**src/rtl/exec_timer_ctrl_pkg.sv**
```systemverilog
// Shared command codes, config register map and FSM encoding for the execution timer.
// Constants only: no logic, no latency, no flow control.
package exec_timer_ctrl_pkg;

   localparam logic [7:0] CMD_READ         = 8'h00;
   localparam logic [7:0] CMD_WRITE        = 8'h01;
   localparam logic [7:0] CMD_CONFIG_READ  = 8'h02;
   localparam logic [7:0] CMD_CONFIG_WRITE = 8'h03;

   localparam logic [15:0] ADDR_OFS_LO = 16'h0001;
   localparam logic [15:0] ADDR_OFS_HI = 16'h0002;
   localparam logic [15:0] ADDR_WIDTH  = 16'h0003;
   localparam logic [15:0] ADDR_CTRL   = 16'h0004;
   localparam logic [15:0] ADDR_CNT0   = 16'h0005;
   localparam logic [15:0] ADDR_CNT1   = 16'h0006;

   localparam int CTRL_ARM_BIT   = 0;
   localparam int CTRL_ABORT_BIT = 1;

   typedef enum logic [1:0] {
      ST_IDLE  = 2'd0,
      ST_ARMED = 2'd1,
      ST_RUN   = 2'd2,
      ST_DONE  = 2'd3
   } state_t;

endpackage

```
**src/rtl/exec_timer_ctrl_if.sv**
```systemverilog
// Host config bus: fire-and-forget writes, accepted on the cycle they are presented.
// No backpressure; the slave samples every qualified cycle.
interface exec_timer_ctrl_if;

   logic        config_enable;
   logic [7:0]  cmd;
   logic [15:0] addr;
   logic [15:0] data_write;

   modport master (output config_enable, output cmd, output addr, output data_write);
   modport slave  (input  config_enable, input  cmd, input  addr, input  data_write);

endinterface

```
**src/rtl/exec_timer_ctrl_glitch_window_gen.sv**
```systemverilog
// One-shot glitch window: fires once per run when count hits offset, holds glitch_en for width cycles.
// glitch_en is registered (1 cycle after the compare); no backpressure, killed the edge after run/busy drop.
module exec_timer_ctrl_glitch_window_gen #(
   parameter int CNT_W = 32,
   parameter int WID_W = 16
) (
   input  logic             clk,
   input  logic             rst,
   input  logic             new_run,
   input  logic             run,
   input  logic             busy,
   input  logic             kill,
   input  logic [CNT_W-1:0] count,
   input  logic [CNT_W-1:0] offset,
   input  logic [WID_W-1:0] width,
   output logic             glitch_en
);

   logic             en_q;
   logic             fired_q;
   logic [WID_W-1:0] remain_q;
   logic             active;
   logic             hit;

   assign active    = run && busy && !kill;
   assign hit       = active && !fired_q && (width != '0) && (count == offset);
   assign glitch_en = en_q;

   always_ff @(posedge clk) begin
      if (rst) begin
         en_q     <= 1'b0;
         fired_q  <= 1'b0;
         remain_q <= '0;
      end else begin
         if (new_run) begin
            fired_q <= 1'b0;
         end else if (hit) begin
            fired_q <= 1'b1;
         end

         // remain_q counts the cycles still owed after the current one
         if (!active) begin
            en_q     <= 1'b0;
            remain_q <= '0;
         end else if (hit) begin
            en_q     <= 1'b1;
            remain_q <= width - WID_W'(1);
         end else if (en_q) begin
            if (remain_q == '0) begin
               en_q <= 1'b0;
            end else begin
               remain_q <= remain_q - WID_W'(1);
            end
         end
      end
   end

endmodule

```
**src/rtl/exec_timer_ctrl.sv**
```systemverilog
// Arms on a host CTRL write, times the crypto busy window in clk cycles and schedules one glitch window.
// Config writes take effect on the next edge; all outputs are registered; no backpressure on any input.
module exec_timer_ctrl
   import exec_timer_ctrl_pkg::*;
#(
   parameter int CNT_W = 32,
   parameter int WID_W = 16
) (
   input  logic                clk,
   input  logic                rst,
   exec_timer_ctrl_if.slave    cfg,
   input  logic                crypto_start,
   input  logic                crypto_busy,
   output logic [CNT_W-1:0]    exec_time_cnt,
   output logic                glitch_en,
   output logic                armed,
   output logic                done
);

   state_t           state_q;
   state_t           state_d;
   logic [CNT_W-1:0] cnt_q;
   logic [CNT_W-1:0] offset_q;
   logic [WID_W-1:0] width_q;
   logic             armed_q;
   logic             done_q;

   logic             cfg_wr;
   logic             ctrl_wr;
   logic             abort_req;
   logic             arm_req;
   logic             arm_ok;
   logic             in_run;

   assign cfg_wr    = cfg.config_enable && (cfg.cmd == CMD_CONFIG_WRITE);
   assign ctrl_wr   = cfg_wr && (cfg.addr == ADDR_CTRL);
   assign abort_req = ctrl_wr && cfg.data_write[CTRL_ABORT_BIT];
   assign arm_req   = ctrl_wr && cfg.data_write[CTRL_ARM_BIT] && !abort_req;
   // Re-arming while already ARMED is harmless and also swallows a coincident start
   assign arm_ok    = arm_req && (state_q != ST_RUN);
   assign in_run    = (state_q == ST_RUN);

   always_comb begin
      state_d = state_q;
      if (abort_req) begin
         state_d = ST_IDLE;
      end else begin
         case (state_q)
            ST_IDLE, ST_DONE: if (arm_ok) state_d = ST_ARMED;
            ST_ARMED:         if (!arm_ok && crypto_start) state_d = ST_RUN;
            ST_RUN:           if (!crypto_busy) state_d = ST_DONE;
            default:          state_d = ST_IDLE;
         endcase
      end
   end

   always_ff @(posedge clk) begin
      if (rst) begin
         state_q <= ST_IDLE;
         armed_q <= 1'b0;
         done_q  <= 1'b0;
      end else begin
         state_q <= state_d;
         armed_q <= (state_d == ST_ARMED);
         done_q  <= (state_d == ST_DONE);
      end
   end

   // Counter saturates at all-ones; an abort freezes it for post-mortem readout
   always_ff @(posedge clk) begin
      if (rst) begin
         cnt_q <= '0;
      end else if (arm_ok) begin
         cnt_q <= '0;
      end else if (in_run && crypto_busy && !abort_req && !(&cnt_q)) begin
         cnt_q <= cnt_q + CNT_W'(1);
      end
   end

   always_ff @(posedge clk) begin
      if (rst) begin
         offset_q <= '0;
         width_q  <= '0;
      end else if (cfg_wr && !in_run) begin
         case (cfg.addr)
            ADDR_OFS_LO: offset_q[15:0]  <= cfg.data_write;
            ADDR_OFS_HI: offset_q[31:16] <= cfg.data_write;
            ADDR_WIDTH:  width_q         <= cfg.data_write[WID_W-1:0];
            default:     ;
         endcase
      end
   end

   exec_timer_ctrl_glitch_window_gen #(
      .CNT_W (CNT_W),
      .WID_W (WID_W)
   ) u_glitch (
      .clk       (clk),
      .rst       (rst),
      .new_run   (arm_ok),
      .run       (in_run),
      .busy      (crypto_busy),
      .kill      (abort_req),
      .count     (cnt_q),
      .offset    (offset_q),
      .width     (width_q),
      .glitch_en (glitch_en)
   );

   assign exec_time_cnt = cnt_q;
   assign armed         = armed_q;
   assign done          = done_q;

endmodule

```
**src/flat_wrapper.sv**
```systemverilog
// flat-port wrapper written by rule: the top's interface ports become plain ports
module exec_timer_ctrl_flat import exec_timer_ctrl_pkg::*;
#(
   parameter int CNT_W = 32,
   parameter int WID_W = 16
)
  (clk, rst, crypto_start, crypto_busy, exec_time_cnt, glitch_en, armed, done, cfg_config_enable, cfg_cmd, cfg_addr, cfg_data_write);
  exec_timer_ctrl_if cfg_i ();
  input  logic clk;
  input  logic rst;
  input  logic crypto_start;
  input  logic crypto_busy;
  output logic [CNT_W-1:0] exec_time_cnt;
  output logic glitch_en;
  output logic armed;
  output logic done;
  input wire logic [$bits(cfg_i.config_enable)-1:0] cfg_config_enable;
  input wire logic [$bits(cfg_i.cmd)-1:0] cfg_cmd;
  input wire logic [$bits(cfg_i.addr)-1:0] cfg_addr;
  input wire logic [$bits(cfg_i.data_write)-1:0] cfg_data_write;
  assign cfg_i.config_enable = cfg_config_enable;
  assign cfg_i.cmd = cfg_cmd;
  assign cfg_i.addr = cfg_addr;
  assign cfg_i.data_write = cfg_data_write;
  exec_timer_ctrl #(.CNT_W(CNT_W), .WID_W(WID_W)) u_core (.clk(clk), .rst(rst), .cfg(cfg_i), .crypto_start(crypto_start), .crypto_busy(crypto_busy), .exec_time_cnt(exec_time_cnt), .glitch_en(glitch_en), .armed(armed), .done(done));
endmodule
```
**config.mk**
```make
export PLATFORM = sky130hd
export DESIGN_NAME = exec_timer_ctrl_flat
export DESIGN_NICKNAME = d
export VERILOG_FILES = /design/src/rtl/exec_timer_ctrl_pkg.sv /design/src/rtl/exec_timer_ctrl_if.sv /design/src/rtl/exec_timer_ctrl_glitch_window_gen.sv /design/src/rtl/exec_timer_ctrl.sv /design/src/flat_wrapper.sv
export SDC_FILE = /design/constraint.sdc
export NUM_CORES = 1
export LEC_CHECK = 0
export ABC_AREA = 1
export CORE_MARGIN = 1
export CORE_UTILIZATION = 55
export DETAILED_ROUTE_END_ITERATION = 8
export PLACE_DENSITY_LB_ADDON = 0.3
export REMOVE_ABC_BUFFERS = 1
export SLEW_MARGIN = 0
export SYNTH_ARGS = -nofsm -noshare
export SYNTH_HDL_FRONTEND = slang
export SYNTH_SLANG_ARGS = --single-unit
```
**constraint.sdc**
```tcl
create_clock -name clk -period 2.75 [get_ports clk]
set_input_delay 0.55 -clock clk [delete_from_list [all_inputs] [get_ports clk]]
set_output_delay 0.55 -clock clk [all_outputs]
set_load 0.02 [all_outputs]
```
==> results of run 1 <==
-- registers in the layout (all words and copies together), names as in the netlist --
register,flops
u_core.armed,1
u_core.done,1
u_core.exec_time_cnt,32
u_core.offset_q,32
u_core.state_q,2
u_core.u_glitch.fired_q,1
u_core.u_glitch.glitch_en,1
u_core.u_glitch.remain_q,16
u_core.width_q,16
-- per-layer routing --
layer / vias to the layer above / track usage / wire [um]
met3: 47 / 0.0592 / 1000
met5: - / 0 / 0
li1: 3432 / - / -
met2: 221 / 0.584 / 9240
met4: 0 / 0.153 / 769
met1: 3087 / 0.419 / 8320
-- power by group --
part | internal, uW | total [uW] | leakage (uW) | switching [uW]
Clock | 674 | 1270 | 0.000148 | 600
Sequential | 1510 | 1530 | 0.000823 | 19.8
Combinational | 222 | 528 | 0.00270 | 306
-- stage by stage --
stage | instance area, um^2 | util | std cells
final | 7920 | 0.721 | 1259
after global placement | 7600 | 0.692 | 1243
after floorplan | 6180 | - | 974
after detailed placement | 7600 | 0.692 | 1243
after CTS | 7890 | 0.719 | 1259
after global routing | 7920 | 0.721 | 1259
-- critical path, cell delays in order (launching register included) --
cell      delay, ns
dfxtp_1        0.47
inv_2          0.07
nand2_1        0.13
nand2_1        0.08
nor2_1         0.11
nand3_1        0.09
nor2_1         0.12
nand3_1        0.14
nor2_4         0.25
nand3b_1       0.14
nand2_2        0.09
ha_1           0.20
nand2_4        0.09
nor2_4         0.14
nand3_1        0.10
nand2_1        0.07
nand3_1        0.06
nand2_1        0.06
inv_1          0.03
-- timing repair --
action                     in CTS  in global routing
setup endpoints to repair       0                 17
gates resized for setup         0                 10
buffers inserted                0                  0
hold buffers                    0                  0
-- path summary, 6_finish.rpt --
kind                                  from                           end  slack, ns  depth (start not counted)
setup / recovery  u_core.exec_time_cnt[25]  u_core.u_glitch.remain_q[12]       0.22                         18
hold / removal           u_core.width_q[9]             u_core.width_q[9]       0.49                          2
setup reg to reg  u_core.exec_time_cnt[25]  u_core.u_glitch.remain_q[12]       0.22                         18
hold reg to reg          u_core.width_q[9]             u_core.width_q[9]       0.49                          2
-- logic make-up (layout without fill, tap and decap cells) --
group	after synthesis	after routing	share of synthesized area
compound gates	155	155	0.136
xor+xnor	8	8	0.0111
fa+ha+maj	4	4	0.00794
buf+inv	191	311	0.119
flops	102	102	0.324
simple gates	539	539	0.402
-- layout make-up --
class                           instances  area share
Clock inverter                          5     0.00490
Inverter                              166      0.0790
Sequential cell                       102       0.258
Multi-Input combinational cell        706       0.448
Tap cell                              140      0.0221
Timing Repair Buffer                  129       0.155
Clock buffer                           11      0.0319
-- placed cells by master, fill, tap and decap left out, types with 11 or more instances in the layout --
master and n:
inv_1 150, nand4_1 29, o21ai_0 64, nand3_1 58, a211oi_1 16, clkdlybuf4s50_1 79, inv_2 15, nor4_1 11
nand2_2 16, dfxtp_1 99, buf_4 45, a21oi_1 59, nand2_1 231, nor3_1 12, nor2_1 128
==> flow_summary.json, run 1 <==
{
  "run_status": "complete, no violations",
  "maxCapViolCount": 0,
  "holdWs_ns": 0.492,
  "grt_start_max_net_pins": 34,
  "post-route-period-util": 0.921,
  "power_leakage_uw": 0.00368,
  "core_area_um2": 11000,
  "nets": 1163,
  "drc_errors": 0,
  "slew_violations": 0,
  "wl_per_cell_um": 15.4,
  "start_kind": "register",
  "synth_common_cells": "233 x nand2_1, 150 x inv_1, 132 x nor2_1, 102 x dfxtp_1, 64 x o21ai_0",
  "synth_ff_type": "dfxtp_1",
  "drive_gt1_frac": 0.126,
  "diodes": 0,
  "synth_top_area_cell": "dfxtp_1",
  "crit_fanout": 7,
  "syn_inst": 999,
  "regArea_um2": 2050,
  "worstHoldPathType": "reg -> reg",
  "crit_required_ns": 3.01,
  "cts_root_buf": "clkbuf_16",
  "yosysUniqueCellTypes": 49,
  "synth_edf_count": 0,
  "dpl.hpwl_um": 15300,
  "pre_cts_slack_ns": -0.152,
  "cts_tree": "built",
  "grt_use_total": 0.342,
  "rsz0062_at_grt": "true",
  "worst_skew_pair.late_latency_ns": 0.36,
  "postRouteAntennaNets": 0,
  "synthArstFlopShare": 0,
  "grt_pass1_vias": 6413,
  "hold_viol": 0,
  "yosysWarnings": 0,
  "worstPathArrival_ns": 2.79,
  "vias_per_cell": 5.39,
  "cts_inserted_buffers": 9,
  "setup_tns_ns": 0,
  "pin_count": 80,
  "setup_viol": 0,
  "gr-total-overflow": 0,
  "die_w_um": 109,
  "ys_seq_elements": 102,
  "h-tree-depth": 3,
  "clk_path_buf_depth": 2,
  "gp_congestion": 0.998,
  "period_needed_ns": 2.53,
  "peakVddDrop_uv": 404,
  "area.growth.synth_to_final_pct": 25.5,
  "slew_headroom": 0.340,
  "fin_skew_ns": 0.0117,
  "clk_pin_slew_ns": 0.07,
  "drt-total-wl_um": 19300,
  "die_y_um": 109,
  "synth.most_common_cell": "nand2_1",
  "avgSynthCellArea_um2": 6.31,
  "drt_iter0_markers": 529,
  "numClockSinks": 102,
  "dieArea_um2": 11900,
  "fill_cells": 955,
  "antenna_found_initial": 0,
  "worstSetupEndpointType": "register",
  "vias": 6787,
  "grt_pass1_wl_um": 31200,
  "seq_area_frac_synth": 0.324,
  "syn_area_um2": 6310,
  "power_uw": 3330,
  "max_clock_freq_mhz": 395,
  "setup_slack_ns": 0.217,
  "yosysTopAreaCellShare": 0.324,
  "multi_input_area_um2": 3550,
  "worst_pin_slew_ns": 0.986,
  "path_class": "reg -> reg",
  "port_buffers": 79,
  "synthTopCellsByArea": "dfxtp_1 32%, nand2_1 14%, inv_1 8.9%, nor2_1 7.9%, o21ai_0 5.1%",
  "rows": 38,
  "dr.pass1.iters": 5,
  "p_per_area_nw_per_um2": 420,
  "start_util": 0.574
}
No activity file was read; power rests on OpenSTA's default activity.
==> inputs of run 2 (changes only) <==
CTS_CLUSTER_SIZE = 14   (was default)
==> results of run 2 <==
Same layout as run 1: the final DEF is identical, and so are final timing and power.
